==> config.mk <==
export PLATFORM = sky130hd
export DESIGN_NAME = fetch_stage
export DESIGN_NICKNAME = d
export VERILOG_FILES = /design/src/rtl/fetch_stage_pkg.sv /design/src/rtl/fetch_stage_fd_latch.sv /design/src/rtl/fetch_stage.sv
export SDC_FILE = /design/constraint.sdc
export NUM_CORES = 1
export LEC_CHECK = 0
export ABC_AREA = 1
export ABC_CLOCK_PERIOD_IN_PS = 1900
export BUFFER_PORTS_ARGS = -buffer_cell sky130_fd_sc_hd__buf_4
export CORE_ASPECT_RATIO = 0.9
export CORE_MARGIN = 1
export CORE_UTILIZATION = 53
export DETAILED_ROUTE_END_ITERATION = 7
export GPL_ROUTABILITY_DRIVEN = 0
export PLACE_DENSITY_LB_ADDON = 0.2
export SKIP_LAST_GASP = 1
export SLEW_MARGIN = 40
export SYNTH_ARGS = -nofsm -noshare
export SYNTH_HDL_FRONTEND = slang
export SYNTH_HIERARCHICAL = 1
export SYNTH_SLANG_ARGS = --single-unit
export TNS_END_PERCENT = 10
==> constraint.sdc <==
create_clock -name clock -period 1.9 [get_ports clock]
set_input_delay 0.38 -clock clock [delete_from_list [all_inputs] [get_ports clock]]
set_output_delay 0.38 -clock clock [all_outputs]
set_load 0.05 [all_outputs]
==> src/rtl/fetch_stage_pkg.sv <==
`default_nettype none
// ============================================================================
// Module      : fetch_stage_pkg
// Description : Shared CPU constants: bubble word, opcodes, fetch FSM states.
// Revision    : 1.0
// ============================================================================
package fetch_stage_pkg;

    localparam logic [31:0] NOP_INSTR = 32'h0000_0000;

    typedef enum logic [4:0] {
        OP_ALU  = 5'd0,
        OP_J    = 5'd1,
        OP_BNE  = 5'd2,
        OP_JAL  = 5'd3,
        OP_JR   = 5'd4,
        OP_ADDI = 5'd5,
        OP_BLT  = 5'd6,
        OP_SW   = 5'd7,
        OP_LW   = 5'd8,
        OP_BEX  = 5'd22
    } opcode_e;

    localparam logic [0:0] ST_BOOT = 1'b0;
    localparam logic [0:0] ST_RUN  = 1'b1;

endpackage
`default_nettype wire

==> src/rtl/fetch_stage_fd_latch.sv <==
`default_nettype none
// ============================================================================
// Module      : fd_latch
// Description : F/D pipeline register; clear loads a bubble and dominates load.
// Revision    : 1.0
// ============================================================================
module fd_latch #(
    parameter logic [31:0] NOP = 32'h0000_0000
) (
    input  logic        clock_i,
    input  logic        reset_ni,
    input  logic        enable_i,
    input  logic        clear_i,
    input  logic [31:0] instr_i,
    input  logic [31:0] pc_i,
    output logic [31:0] instr_o,
    output logic [31:0] pc_o,
    output logic        valid_o
);

    logic [31:0] instr_q;
    logic [31:0] pc_q;
    logic        valid_q;

    // A bubble keeps the previous PC+1 so decode still sees a sane link value.
    always_ff @(posedge clock_i or negedge reset_ni) begin
        if (!reset_ni) begin
            instr_q <= NOP;
            pc_q    <= 32'd0;
            valid_q <= 1'b0;
        end else if (clear_i) begin
            instr_q <= NOP;
            valid_q <= 1'b0;
        end else if (enable_i) begin
            instr_q <= instr_i;
            pc_q    <= pc_i;
            valid_q <= 1'b1;
        end
    end

    assign instr_o = instr_q;
    assign pc_o    = pc_q;
    assign valid_o = valid_q;

endmodule
`default_nettype wire

==> src/rtl/fetch_stage.sv <==
`default_nettype none
// ============================================================================
// Module      : fetch_stage
// Description : PC register, fetch FSM and fetch counter feeding the F/D latch.
// Revision    : 1.0
// ============================================================================
module fetch_stage #(
    parameter logic [31:0] RESET_PC = 32'h0000_0000,
    parameter logic [31:0] NOP      = fetch_stage_pkg::NOP_INSTR
) (
    input  logic        clock,
    input  logic        reset,
    output logic [31:0] imem_addr,
    input  logic [31:0] imem_data,
    input  logic        imem_ready,
    input  logic        stall,
    input  logic        redirect,
    input  logic [31:0] redirect_pc,
    output logic [31:0] fd_instr,
    output logic [31:0] fd_pc,
    output logic        fd_valid,
    output logic [31:0] fetch_count
);

    import fetch_stage_pkg::ST_BOOT;
    import fetch_stage_pkg::ST_RUN;

    logic [0:0]  state_q, state_d;
    logic [31:0] pc_q, pc_d;
    logic [31:0] count_q, count_d;
    logic [31:0] pc_plus1;
    logic        latch_en;
    logic        latch_clr;

    assign pc_plus1 = pc_q + 32'd1;

    // Priority in RUN: redirect, then stall, then fetch/bubble.
    always_comb begin
        state_d   = ST_RUN;
        pc_d      = pc_q;
        count_d   = count_q;
        latch_en  = 1'b0;
        latch_clr = 1'b0;
        case (state_q)
            ST_BOOT: begin
                latch_clr = 1'b1;
                if (redirect) begin
                    pc_d = redirect_pc;
                end
            end
            default: begin
                if (redirect) begin
                    pc_d      = redirect_pc;
                    latch_clr = 1'b1;
                end else if (stall) begin
                    pc_d = pc_q;
                end else if (imem_ready) begin
                    pc_d     = pc_plus1;
                    count_d  = count_q + 32'd1;
                    latch_en = 1'b1;
                end else begin
                    latch_clr = 1'b1;
                end
            end
        endcase
    end

    always_ff @(posedge clock or negedge reset) begin
        if (!reset) begin
            state_q <= ST_BOOT;
            pc_q    <= RESET_PC;
            count_q <= 32'd0;
        end else begin
            state_q <= state_d;
            pc_q    <= pc_d;
            count_q <= count_d;
        end
    end

    fd_latch #(
        .NOP (NOP)
    ) u_fd_latch (
        .clock_i  (clock),
        .reset_ni (reset),
        .enable_i (latch_en),
        .clear_i  (latch_clr),
        .instr_i  (imem_data),
        .pc_i     (pc_plus1),
        .instr_o  (fd_instr),
        .pc_o     (fd_pc),
        .valid_o  (fd_valid)
    );

    assign imem_addr   = pc_q;
    assign fetch_count = count_q;

endmodule
`default_nettype wire

==> results by group <==
Clock network
  – CTS tree: yes
  – H-tree Lvls: 4
  – Clock sink total: 130
  – Largest buffer count on any clock path: 2
  – Worst-path clk slew: 60 ps
  – Worst-skew pair later-pin latency: 420 ps
  – Num CTS Buffers: 17
  – CTS root buf: clkbuf_16

Worst setup path
  – Critical Path End Type: register
  – WP data required: 2210 ps
  – Critical path cell sequence: ha_1, nand2_1, nor2_4, nand2_4, nor2_4, xor2_2, inv_1, nand3_1, nand2_1
  – Worst Setup EP: u_fd_latch/pc_o[10]$_DFFE_PN0P_
  – Crit path max fanout: 6
  – Setup slack, reg-to-reg: 140 ps
  – R2R depth: 9
  – Instance count on the critical path: 9
  – Crit-path leading delay family: simple AND/OR/NAND/NOR gates
  – Startpoint Class: register
  – CP max stage delay: 400 ps
  – Crit Reg-Reg Endpoint: u_fd_latch/pc_o[10]$_DFFE_PN0P_
  – Buffers & Inverters on Critical Path: 1
  – Setup Crit Path Kind: register to register
  – Critical-path top delay cell: dfrtp_2
  – CP Launch Point: imem_addr[0]$_DFFE_PN0P_
  – Crit path DAT: 2070 ps
  – Reg2reg start: imem_addr[0]$_DFFE_PN0P_

GRT
  – Vias in the first global route: 6,540
  – Gr usage total: 30.5%
  – GRT overflow: 0
  – Antenna violations before repair: 0
  – Largest net degree at the start of global routing: 78
  – First-pass GRT wire length: 32,300 um

Run status
  – Status: finished, final reports clean

STA
  – Final Max Slew Viols: 0
  – Max Freq: 567 MHz
  – RSZ-0062 raised after global routing: yes
  – Final Setup Violations: 0
  – Crit share post-route: 92.8%
  – Setup Skew: 6.28 ps
  – Worst hold slack: 188 ps
  – Final hold violation count: 0
  – Minimum clock period: 1760 ps

Synth
  – Yosys top cell by area: dfrtp_1
  – Synth cell types: 33
  – Mapped Area: 0.00705 mm2
  – Yosys top cell area share: 46.2%
  – Async SR Flop Fraction: 100%
  – Synth top area cells: dfrtp_1 (46%), nand2_1 (22%), nand3_1 (7.5%)
  – Yosys warns: 6
  – Synth Instances: 983
  – #FFs+latches synth: 130
  – Number of synthesized flops with an enable pin: 0
  – Post-Syn Nets: 1,054
  – Post-synthesis average cell area: 7.17 um2
  – Synth Flop Type: dfrtp_1
  – Sequential share of the synthesized area: 46.2%

Cells and area
  – Area grow syn2layout: 32.9%
  – Post-Layout Cell Count: 1,361
  – Final nets: 1,255
  – Antenna Diode Count: 0
  – Finished Core Util: 73.0%
  – Design Area, Final: 0.00937 mm2
  – Most frequent cells in the layout: nand2_1 (419), buf_4 (208), dfrtp_1 (128), nand3_1 (106), nor2_1 (94)
  – Fraction of layout cells with a size suffix above 1: 22.6%
  – Commonest non-fill, non-tap cell in the layout: nand2_1

Placement
  – DP Wirelength: 14,300 um
  – Placed insts: 1,326
  – Port Buffers: 197
  – Placement Cell Area: 0.00876 mm2

Floorplanning
  – Row count: 39
  – Starting Density: 54.9%
  – Top Ports: 198
  – Die Wd: 124 um
  – Core area: 0.0128 mm2
  – Die Y: 111 um
  – Die ar.: 0.0138 mm2

Routing
  – Drt total wl: 19,700 um
  – Pre-antenna DRT Iters: 5
  – # DRC: 0
  – Routed vias: 7,047
  – Wirelength per Cell: 14.5 um
  – DRT antenna net count: 0
  – Via density: 5.18
  – Drt initial violations: 458

Power
  – Power Density: 931 mW/mm2
  – Peak VDD IR: 0.000662 V
  – Static leakage: 5.05 nW

Worst hold path
  – Worst hold path type: input pin to register

Run
  – Max-cap viol count: 0
[logic make-up after synthesis]
group / synth area share [%]
AOI/OAI and AO/OA: 4.15
xor gates and xnor gates: 2.98
adders and majority gates: 0.355
buffers and inverters: 6.62
DFF: 46.2
other: 0.0532
and+or+nand+nor: 39.7
[routing by layer]
metal | routed length [um] | track usage [%] | up-vias
met5 | 0 | 0 | -
li1 | - | - | 3475
met2 | 9400 | 48.0 | 291
met4 | 406 | 10.2 | 0
met3 | 1500 | 7.89 | 38
met1 | 8440 | 40.8 | 3243
[sequential cells by signal, indices dropped and copies added, names as in the netlist]
name                count
u_fd_latch/pc_o        32
u_fd_latch/instr_o     32
state_q                 1
imem_addr              32
u_fd_latch/valid_o      1
fetch_count            32
[cell usage after synthesis, types with 2 or more instances]
master and instances:
xor2_1 17, nand3b_1 10, and2_1 2, inv_1 81, nor2_2 3, nor2_1 95, buf_2 22, nand3_4 2
o21ai_0 43, buf_4 3, xnor2_1 7, clkbuf_1 7, nand3_1 106, a31oi_1 2, nand2_2 4, dfrtp_1 130
ha_1 2, o21ai_1 4, nand2_1 419, nor2_4 6, nand3_2 2, o21bai_1 2, o22ai_1 4
[where the power goes]
group          internal [mW]  total (mW)  switching, mW
clock network           1.86        3.08           1.22
logic                  0.690        2.31           1.62
registers               3.03        3.33          0.293
total                   5.59        8.72           3.13
[worst min-delay path by stage]
stage	startpoint	end	depth (start not counted)
finish	imem_data[8]	u_fd_latch/instr_o[8]$_DFFE_PN0P_	3
global route	imem_data[8]	u_fd_latch/instr_o[8]$_DFFE_PN0P_	3
CTS	imem_data[8]	u_fd_latch/instr_o[8]$_DFFE_PN0P_	3
detailed placement	reset	fetch_count[11]$_DFFE_PN0P_	2
global placement	reset	fetch_count[12]$_DFFE_PN0P_	2
floorplan	reset	fetch_count[0]$_DFFE_PN0P_	0
[metrics by stage]
step / setup TNS (ps) / power (mW) / setup slack (ps)
floorplan: 0 / 4.78 / 12.5
global placement: 0 / 5.62 / 102
detailed placement: 0 / 5.65 / 60.2
CTS: 0 / 8.76 / 37.4
global route: -6.22 / 9.11 / -6.22
finish: 0 / 8.72 / 137
[worst min-delay path: cells and delay by family]
kind / cells / cell delay, ps
simple gates: 2 / 120
buf+inv: 1 / 80
[repair_timing]
action | in CTS | in global routing
buffers inserted | 0 | 2
resized for setup | 0 | 3
endpoints found under the hold margin | 53 | 0
endpoints found under the setup margin | 0 | 13
hold buffers | 1 | 0
[area by class of cell]
type / count / area [um2]
Fill cell: 1090 / 3470
Clock inverter: 12 / 110
Multi-Input combinational cell: 739 / 3340
Tap cell: 164 / 205
Timing Repair Buffer: 215 / 1690
Sequential cell: 130 / 3260
Clock buffer: 20 / 457
Inverter: 81 / 304
No activity file was read; power rests on OpenSTA's default activity.
